$ cat config.mk
export PLATFORM = sky130hd
export DESIGN_NAME = uart_tx_buffered
export DESIGN_NICKNAME = d
export VERILOG_FILES = /design/src/rtl/uart_tx_buffered.sv
export SDC_FILE = /design/constraint.sdc
export NUM_CORES = 1
export LEC_CHECK = 0
export CAP_MARGIN = 40
export CORE_ASPECT_RATIO = 1.1
export CORE_MARGIN = 2
export CORE_UTILIZATION = 45
export DETAILED_ROUTE_END_ITERATION = 10
export DONT_BUFFER_PORTS = 1
export PLACE_DENSITY_LB_ADDON = 0.2
export RECOVER_POWER = 50
export SYNTH_ARGS = -nofsm -noshare
export SYNTH_HDL_FRONTEND = slang
export SYNTH_SLANG_ARGS = --single-unit
$ cat constraint.sdc
create_clock -name clk -period 2.7 [get_ports clk]
set_input_delay 0.54 -clock clk [delete_from_list [all_inputs] [get_ports clk]]
set_output_delay 0.54 -clock clk [all_outputs]
set_load 0.01 [all_outputs]
$ cat src/rtl/uart_tx_buffered.sv
// FIFO-buffered 8N1 UART transmitter: bytes are queued over a valid/ready handshake
// and drained back-to-back onto RsTx.
module uart_tx_buffered #(
    parameter int CLKS_PER_BIT = 10416,
    parameter int FIFO_DEPTH   = 16,
    parameter int STOP_BITS    = 1
) (
    input  logic                          clk,
    input  logic                          rst_n,
    input  logic [7:0]                    in_data,
    input  logic                          in_valid,
    output logic                          in_ready,
    output logic                          RsTx,
    output logic                          busy,
    output logic                          tx_done,
    output logic [$clog2(FIFO_DEPTH):0]   fifo_count
);

    localparam int AW = $clog2(FIFO_DEPTH);
    localparam int CW = AW + 1;
    localparam int BW = $clog2(CLKS_PER_BIT);

    localparam logic [CW-1:0] FULL_COUNT = CW'(FIFO_DEPTH);
    localparam logic [BW-1:0] BAUD_LAST  = BW'(CLKS_PER_BIT - 1);
    localparam logic [2:0]    STOP_LAST  = 3'(STOP_BITS - 1);

    typedef enum logic [1:0] {
        IDLE,
        START,
        DATA,
        STOP
    } state_t;

    state_t          state;
    logic [7:0]      mem [FIFO_DEPTH];
    logic [AW-1:0]   wr_ptr;
    logic [AW-1:0]   rd_ptr;
    logic [7:0]      shreg;
    logic [BW-1:0]   baud;
    logic [2:0]      bit_idx;
    logic            push;
    logic            pop;
    logic            baud_last;

    assign in_ready  = (fifo_count != FULL_COUNT) && rst_n;
    assign push      = in_valid && in_ready;
    assign pop       = (state == IDLE) && (fifo_count != '0);
    assign baud_last = (baud == BAUD_LAST);

    // Storage has no reset; the pointers alone define what is valid.
    always_ff @(posedge clk) begin
        if (push) begin
            mem[wr_ptr] <= in_data;
        end
    end

    always_ff @(posedge clk or negedge rst_n) begin
        if (!rst_n) begin
            wr_ptr     <= '0;
            rd_ptr     <= '0;
            fifo_count <= '0;
        end else begin
            if (push) begin
                wr_ptr <= wr_ptr + 1'b1;
            end
            if (pop) begin
                rd_ptr <= rd_ptr + 1'b1;
            end
            case ({push, pop})
                2'b10:   fifo_count <= fifo_count + 1'b1;
                2'b01:   fifo_count <= fifo_count - 1'b1;
                default: fifo_count <= fifo_count;
            endcase
        end
    end

    // Outputs are registered from the current state, so the line trails the FSM by one clk.
    always_ff @(posedge clk or negedge rst_n) begin
        if (!rst_n) begin
            state   <= IDLE;
            shreg   <= '0;
            baud    <= '0;
            bit_idx <= '0;
            RsTx    <= 1'b1;
            busy    <= 1'b0;
            tx_done <= 1'b0;
        end else begin
            busy    <= (state != IDLE);
            tx_done <= 1'b0;
            case (state)
                IDLE: begin
                    RsTx    <= 1'b1;
                    baud    <= '0;
                    bit_idx <= '0;
                    if (pop) begin
                        shreg <= mem[rd_ptr];
                        state <= START;
                    end
                end
                START: begin
                    RsTx <= 1'b0;
                    if (baud_last) begin
                        baud  <= '0;
                        state <= DATA;
                    end else begin
                        baud <= baud + 1'b1;
                    end
                end
                DATA: begin
                    RsTx <= shreg[bit_idx];
                    if (baud_last) begin
                        baud <= '0;
                        if (bit_idx == 3'd7) begin
                            bit_idx <= '0;
                            state   <= STOP;
                        end else begin
                            bit_idx <= bit_idx + 1'b1;
                        end
                    end else begin
                        baud <= baud + 1'b1;
                    end
                end
                STOP: begin
                    RsTx <= 1'b1;
                    if (baud_last) begin
                        baud <= '0;
                        if (bit_idx == STOP_LAST) begin
                            bit_idx <= '0;
                            tx_done <= 1'b1;
                            state   <= IDLE;
                        end else begin
                            bit_idx <= bit_idx + 1'b1;
                        end
                    end else begin
                        baud <= baud + 1'b1;
                    end
                end
                default: begin
                    RsTx  <= 1'b1;
                    state <= IDLE;
                end
            endcase
        end
    end

endmodule

* After elaboration in Yosys (flattened, before gate mapping)
Memories as Yosys holds them, arrays and structs flattened. A register that Yosys moved wholly into a read port is not among the register bits. Index checks and enable logic that the tools add are counted.
Word-level totals: register bits 35, memory bits (writable) 128, bits of input ports 11, output and inout bits 9, logic and storage cells 69, memories 1
Operators by class: add/sub/neg operators 6, $lt $le $gt $ge 1, eq/ne operators 14, multiplexer cells 23, reductions and logical operators 15
Memories:
- mem | words 16, bits a word 8, read ports 1, clocked after memory_dff 1, wr ports 1, RTL line 35 | logic [7:0] mem [FIFO_DEPTH];
Operators by type and width (count):
- 14-bit case mux with 2 select lines | 1
- 14-bit by 1-bit adder with 14-bit output, second input constant | 1
- 14-bit == test, second input constant | 1
- 14-bit 2-to-1 mux | 1
- 2-bit 2-to-1 mux | 6
- 3-bit 2-to-1 mux | 4
- 2-bit inequality test, second input constant | 6
- 5-bit case mux with 2 select lines | 1
- 3-bit case mux with 3 select lines | 1
- 4-bit by 1-bit adder with 4-bit output, second input constant | 2
- 2-bit case mux with 4 select lines | 1
- 2-bit == test, second input constant | 3
- 1-bit 2-to-1 mux | 6
- 6-bit AND reduction | 1
- 5-bit by 1-bit adder with 5-bit output, second input constant | 1
- 5-bit inequality test, second input constant | 1
- 5-bit nonzero test | 1
- 5-bit by 1-bit subtractor with 5-bit output, second input constant | 1
- 2-bit by 1-bit == test with 1-bit output, second input constant | 2
- 3-bit by 4-bit less-than comparator with 1-bit output, second input constant | 1
- 2-bit nonzero test | 2
- 3-bit by 1-bit adder with 3-bit output, second input constant | 1
- 1-bit binary-select mux with 3-bit select | 1
- 3-bit == test, second input constant | 1
- 10 further kinds | 12

* Depth between registers and ports, before layout
Gate-level depths: netlist of the first run.
depth after elaboration 5, depth in mapped cells 12, gate-level depth less buffers 11

* Worst setup path after synthesis of the first run
No wires, ideal clock.
path type register to register, start register fifo_count[2], end register fifo_count[4], library setup time 105 ps, data arrival time 2918 ps, required time 2595 ps, path slack -324 ps, stages on the path, launching flop included 13, path buffers 2, period minus slack after synthesis 3024 ps, cells stage by stage dfrtp_1 > buf_6 > or4_4 > o21ai_2 > inv_1 > ha_1 > clkbuf_1 > xor2_1 > ha_1 > o211a_1 > o21ai_0 > o41ai_1 > nor4b_1
Between the ends: elaborated cells between the ends (all ways) 11, classes of those cells add/sub: 2; eq/ne: 3; mux: 1; reduce/logical: 5
RTL lines:
- start, declared | RTL line 16 | output logic [$clog2(FIFO_DEPTH):0] fifo_count
- start signal, assigned | RTL line 70 | 2'b10: fifo_count <= fifo_count + 1'b1;
- start signal, assigned | RTL line 71 | 2'b01: fifo_count <= fifo_count - 1'b1;
- start signal, assigned | RTL line 72 | default: fifo_count <= fifo_count;
- 5-bit nonzero test (*) | RTL line 47 | assign pop = (state == IDLE) && (fifo_count != '0);
- 1-bit logical AND (*) | RTL line 47
- named net pop | RTL line 42 | logic pop;
- 2-bit by 1-bit == test with 1-bit output / 2-bit == test (equally long branches) | RTL line 69 | case ({push, pop})
- 5-bit case mux with 2 select lines / 2-bit nonzero test (equally long branches)
Mark *: on every way through the listed nets, which the timed path passes. The rest lies on a longest branch. A chain may end at the register's enable or synchronous reset.

* Worst setup path in the final report of the first run
start register fifo_count[3], end register fifo_count[4]
Between the ends: longest elaborated chain between the ends 5, elaborated cells between the ends (all ways) 11, classes of those cells add/sub: 2; eq/ne: 3; mux: 1; reduce/logical: 5
RTL lines:
- 5-bit inequality test | RTL line 45 | assign in_ready = (fifo_count != FULL_COUNT) && rst_n;
- 1-bit logical AND | RTL line 45
- 1-bit logical AND | RTL line 46 | assign push = in_valid && in_ready;
- 2-bit by 1-bit == test with 1-bit output / 2-bit == test (equally long branches) | RTL line 69
- 5-bit case mux with 2 select lines / 2-bit nonzero test (equally long branches)
Several ways; a longest one is shown, not always the timed one.

==> results of run 1 <==
==> power groups by stage <==
stage / clock [W] / sequential, W / combinational (W)
after detailed placement: 0 / 0.00349 / 0.00257
after CTS: 0.00235 / 0.00343 / 0.00261
after global routing: 0.00247 / 0.00348 / 0.00281
after floorplan: 0 / 0.00344 / 0.00204
final: 0.00232 / 0.00343 / 0.00256
after global placement: 0 / 0.00347 / 0.00252
==> cells in the final DEF (no fill, tap or decap), types with 9 or more instances in the layout <==
cell type  synthesis  routed
clkbuf_16          0      17
xor2_1            11      11
mux2i_1            9       9
edfxtp_1         128     128
and2_1            17      17
nand2_1           12      12
inv_1             13      11
dfrtp_1           42      41
buf_4              4      11
a21oi_1           10      10
nor2_1            17      17
ha_1              18      16
mux4_2            34      34
==> cell families (layout without fill, tap and decap cells) <==
logic type	count (synthesis)	after routing	share of synthesized area, %
adder cells (fa/ha/maj)	18	18	3.075
AND/OR/NAND/NOR	96	96	7.671
flip-flops	171	171	67.20
AO/OA/AOI/OAI	54	54	5.023
multiplexers	47	47	12.35
buffers and inverters	33	59	2.409
XOR/XNOR	19	19	2.272
==> what timing repair did <==
item                       CTS  global route
gates resized for setup      0             1
hold buffers                 2             0
setup endpoints to repair    0             2
hold endpoints to repair    43             0
setup buffers                0             1
==> stage by stage <==
stage	utilization (%)	worst slack [ps]	instance area, sq um	std cells	power (W)
finish	51.58	136.4	8148	664	0.008308
global route	51.58	19.88	8148	664	0.008760
CTS	51.70	38.73	8167	663	0.008394
detailed placement	47.94	60.72	7572	630	0.006061
global placement	47.94	165.7	7572	630	0.005992
floorplan	-	-69.79	7362	438	0.005472
==> routing by layer <==
metal	track usage (%)	up-vias	share of wire, %
met4	5.185	0	1.3
met3	3.806	15	3.1
li1	-	1720	-
met2	28.23	60	49
met1	22.42	1958	46
met5	0	-	0
==> layout make-up <==
type,instances,share of cell area [%]
sequential,171,60.41
multi-input combinational,234,27.60
clock buffer,18,5.267
tap,200,3.071
clock inverter,13,1.566
timing repair buffer,15,1.490
inverter,13,0.5989
==> flip-flops by register name, indices dropped and copies added (netlist names) <==
name,flops
tx_done,1
rd_ptr,4
mem,128
shreg,8
wr_ptr,4
bit_idx,3
baud,14
busy,1
fifo_count,5
RsTx,1
state,2
==> final timing paths <==
path	endpoint	slack (ps)	depth (start not counted)	start
hold reg to reg	shreg[3]	470	1	shreg[3]
min in group asynchronous	rd_ptr[1]	900	2	rst_n
max in group asynchronous	rd_ptr[2]	1070	2	rst_n
setup / recovery	fifo_count[4]	140	10	fifo_count[3]
hold / removal	mem[9][0]	220	0	in_data[0]
setup reg to reg	fifo_count[4]	140	10	fifo_count[3]
==> metrics.txt, run 1 <==
grt ovf=0; layout cells sized above 1=between 10% and 20%; MaxCap Viol Count=0; DRC=0; Yosys cell types=52; Internal=~0.0057 W; Net Switching=between 0.002 and 0.003 W; actual slew at the worst max-slew pin=1092 ps; YS warnings=0; CP Launch Type=register; core area=15800 sq um; number of cell rows=between 40 and 50; Iter 0 DRT Violations=about 180; synthesized netlist net count=around 470; clock latency at the later pin of the worst-skew pair=about 420 ps; Hold Slack=roughly 220 ps; pwr dens=roughly 1000 nW/um^2; Final Max Slew Viols=0; worst path cell trace=or4_4 -> o211a_1 -> inv_2 -> ha_4 -> xor2_1 -> ha_2 -> nor2b_1 -> o21ai_1 -> a21oi_1 -> nor4b_1; most common cell in the synthesized netlist=edfxtp_1; Final Skew=6.645 ps; GR Util All Layers=about 17%; WP buf/inv=1; clk slew on worst S/H paths=roughly 70 ps; Clock Power Share=27.9%; cell count after synthesis=approximately 440; Post-synth top flop=edfxtp_1; Worst setup EP type=register; multi-input logic area=roughly 2200 sq um; synthesized area=7323 sq um; min Tclk post-route=about 2600 ps; initial antenna violation count=0; Syn-to-layout area delta=11.26%; Area contributors post-synth=edfxtp_1 (52%), dfrtp_1 (14%), mux4_2 (10%); filler cell count=approximately 1.3k; CP Max Fanout=8; first-pass GRT wire length=between 20 and 25 mm; asr flop ratio synth=between 20% and 30%; Comb pwr share=a little under a third; peak supply drop=0.4965 mV; Setup violations, final=0; Yosys reg bits=approximately 170; sw frac=30.81%; Port Buffers=0; top cell type by total area after synthesis=edfxtp_1; CP required=3010 ps; RSZ-0062 raised after global routing=false; Post-DRT Antenna Nets=0; worst hold path class=in -> reg; CTS Root Buffer Type=clkbuf_16; Via Count=3753; first drt pass iteration count=4; Rel. slew slack=a little over a quarter; Reg area=4922 sq um; Slowest-stage cell, CP=or4_4; Routed WL per cell=between 20 and 25 um; Seq/Total Area, Yosys=about two thirds; Avg Inst Size Synth=between 15 and 20 sq um; CP max stage delay=roughly 570 ps; outcome=completed; Post-synth EDFFs=roughly 130; CP Class=reg -> reg; share of the synthesized area in the top cell type=about 52%; CTS Buffer Depth=2; P_leak=about 2.9 nW; Final Hold Fails=0; effective utilization at floorplan=between 40% and 50%; Final HPWL DP=8.701 mm; Die Footprint=17310 sq um; largest net degree at the start of global routing=44; CTS buffer count=17; final worst path period share=a little over nine tenths; final net count=between 400 and 500; Top delay family on crit path=simple AND/OR/NAND/NOR gates; CTS tree=built; H-tree levels=4; IO Pins=20; setup TNS=0 ps; DR vias/cell=around 5.7; ANT cells=0; overall die height=around 140 um; register share of total power=41.3%; worst path arrival time=approximately 2900 ps; highest clock rate=slightly below 400 MHz; gpl congestion=roughly 0.75; Commonest cells post-synth=edfxtp_1 (128), dfrtp_1 (42), mux4_2 (34); Clock Sinks=around 170; vias in the first global route=3820; die span in x=between 100 and 150 um; Detailed Route WL=about 14 mm
Power figures use the tool's default switching activity.
==> run 2, diff against run 1 <==
--- a/config.mk
+++ b/config.mk
@@ -11,8 +11,10 @@
 export CORE_UTILIZATION = 45
 export DETAILED_ROUTE_END_ITERATION = 10
 export DONT_BUFFER_PORTS = 1
+export GPL_TIMING_DRIVEN = 0
 export PLACE_DENSITY_LB_ADDON = 0.2
 export RECOVER_POWER = 50
+export SETUP_SLACK_MARGIN = 0.1
 export SYNTH_ARGS = -nofsm -noshare
 export SYNTH_HDL_FRONTEND = slang
 export SYNTH_SLANG_ARGS = --single-unit
==> run 2 against run 1 <==
  * Global-route usage rose by 0.66 points
  * Via count rose by 0.45%
  * Fmax fell by 5.5%
  * Largest cell class unchanged
  * Largest power group unchanged
  * Die area did not move
  * Worst hold slack got worse by 17 ps
  * Clock power barely moved
  * Critical endpoint unchanged
  * Register-to-register slack got worse by 150 ps
  * The run now ends with setup timing left
==> metrics.txt, run 2 (synthesis gave the netlist of run 1 again) <==
CP required=3020 ps (was 3010 ps); Port Buffers=0 (unchanged); worst path cell trace=buf_6 -> or4_4 -> o21ai_4 -> inv_2 -> ha_4 -> buf_8 -> xor2_2 -> ha_2 -> o211a_1 -> o21ai_1 -> o41ai_1 -> nor4b_1 (was or4_4 -> o211a_1 -> inv_2 -> ha_4 -> xor2_1 -> ha_2 -> nor2b_1 -> o21ai_1 -> a21oi_1 -> nor4b_1); outcome=finished with violations (was completed); CP Class=reg -> reg (unchanged); worst hold path class=in -> reg (unchanged); peak supply drop=0.5910 mV (was 0.4965 mV); Placed Instances=638 (was 630); Via Count=3770 (was 3753); CP Launch Type=register (unchanged); Setup violations, final=1 (was 0); CTS buffer count=17 (unchanged); pwr dens=1021 nW/um^2 (was 1020 nW/um^2); gpl congestion=0.7796 (was 0.7492); Iter 0 DRT Violations=278 (was 176); layout cells sized above 1=23.28% (was 19.83%); Syn-to-layout area delta=13.05% (was 11.26%); Clock Sinks=171 (unchanged); CTS tree=built (unchanged); Cell Area, Placed=7612 sq um (was 7572 sq um); Final Skew=9.238 ps (was 6.645 ps); most common cell after layout, fill and taps aside=edfxtp_1 (unchanged); cell area after layout=8279 sq um (was 8148 sq um); ANT cells=0 (unchanged); vias in the first global route=3981 (was 3820); first drt pass iteration count=4 (unchanged); P_leak=2.985 nW (was 2.918 nW); DRC=0 (unchanged); fin worst setup slack=-13.23 ps (was 136.4 ps); Final HPWL DP=9.008 mm (was 8.701 mm); Rel. slew slack=25.53% (was 27.19%); CP Max Fanout=3 (was 8); Biggest register=mem (unchanged); Final Max Slew Viols=0 (unchanged); total design power=0.008451 W (was 0.008308 W); MaxCap Viol Count=0 (unchanged); violations in the final reports=setup timing; Detailed Route WL=13.99 mm (was 13.79 mm); H-tree levels=4 (unchanged); die span in x=125.6 um (unchanged); IO Pins=20 (unchanged); Hold Slack=200.0 ps (was 216.7 ps); grt ovf=0 (unchanged); highest clock rate=368.6 MHz (was 390.1 MHz); number of cell rows=48 (unchanged); Slowest-stage cell, CP=or4_4 (unchanged); most frequent cells in the layout=edfxtp_1 (128), dfrtp_1 (42), mux4_2 (34) (was edfxtp_1 (128), dfrtp_1 (41), mux4_2 (34)); min Tclk post-route=2713 ps (was 2564 ps); Largest regs=mem x128, baud x14, shreg x8 (unchanged); worst path arrival time=3040 ps (was 2870 ps); CTS Root Buffer Type=clkbuf_16 (unchanged); Post-DRT Antenna Nets=0 (unchanged); CP max stage delay=530 ps (was 570 ps); largest net degree at the start of global routing=44 (unchanged); actual slew at the worst max-slew pin=1117 ps (was 1092 ps); final worst path period share=100.5% (was 94.95%); Worst setup EP type=register (unchanged); first-pass GRT wire length=22.45 mm (was 21.65 mm); RSZ-0062 raised after global routing=true (was false); final net count=497 (was 481); clock latency at the later pin of the worst-skew pair=430 ps (was 420 ps); DR vias/cell=5.536 (was 5.652); effective utilization at floorplan=46.36% (unchanged); non-filler cells in the finished layout=681 (was 664); initial antenna violation count=0 (unchanged); filler cell count=1263 (was 1289); GR Util All Layers=17.58% (was 16.93%); clk slew on worst S/H paths=70 ps (about the same); Routed WL per cell=20.54 um (was 20.77 um); CTS Buffer Depth=2 (unchanged); Die Footprint=17310 sq um (unchanged); Final Hold Fails=0 (unchanged); overall die height=137.8 um (unchanged); core area=15800 sq um (unchanged); max reg flops=128 (unchanged)
## run 2: cell count changes in the layout (fill, tap and decap cells not counted), sizes merged
cell / change
buf: +15
bufinv: -2
clkinv: -3
inv: +7
## run 2: path summary, 6_finish.rpt
path | start | end | slack, ps | cells past startpoint
worst max-delay path | fifo_count[2] | fifo_count[4] | -10 | 12
worst min-delay path | in_data[4] | mem[1][4] | 200 | 0
worst max register to register | fifo_count[2] | fifo_count[4] | -10 | 12
worst min register to register | baud[0] | baud[0] | 470 | 1
max in group asynchronous | rst_n | shreg[7] | 1150 | 2
min in group asynchronous | rst_n | state[0] | 880 | 2
## run 2: what timing repair did
item / 4_1_cts / 5_1_grt
gates resized for setup: 5 / 3
hold buffers: 2 / 0
hold endpoints to repair: 43 / 0
endpoints found under the setup margin: 28 / 4
pin swaps: 7 / 4
buffers inserted: 9 / 1
## run 2: routing by layer
layer / track usage, % / vias up / wire (um)
met4: 6.173 / 0 / 210
met3: 4.854 / 16 / 483
met1: 22.54 / 1933 / 6391
li1: - / 1763 / -
met2: 29.10 / 58 / 6903
met5: 0 / - / 0
## run 2: stage by stage
| stage | setup slack [ps] | setup TNS [ps] | util [%] |
|---|---|---|---|
| after global routing | -160.1 | -260.1 | 52.42 |
| after global placement | -335.2 | -720.1 | 48.19 |
| final | -13.23 | -13.23 | 52.42 |
| after CTS | -34.20 | -34.20 | 52.46 |
| after detailed placement | -376.7 | -884.8 | 48.19 |
| after floorplan | -69.79 | -69.79 | - |
## run 2: layout make-up
type                       count  area (sq um)  share of cell area, %
multi-input combinational    234          2267                  27.38
buffer                        19         141.4                  1.708
timing repair buffer          12         90.09                  1.088
inverter                      13         53.80                 0.6498
sequential                   171          4921                  59.44
clock buffer                  17         425.4                  5.138
clock inverter                15         130.1                  1.572
tap                          200         250.2                  3.023
## run 2: worst max-delay path, delay by kind of cell (launching register included)
family                   cells  cell delay (ps)
XOR/XNOR                     1              160
AO/OA/AOI/OAI                4              580
buffers and inverters        3              320
adder cells (fa/ha/maj)      2              350
flip-flops                   1              420
AND/OR/NAND/NOR              2              770
## run 2: power by group
group | internal [W] | switching (W)
Combinational | 0.00132 | 0.00138
Clock | 0.00121 | 0.00109
Sequential | 0.00318 | 0.000273
Total | 0.00572 | 0.00273
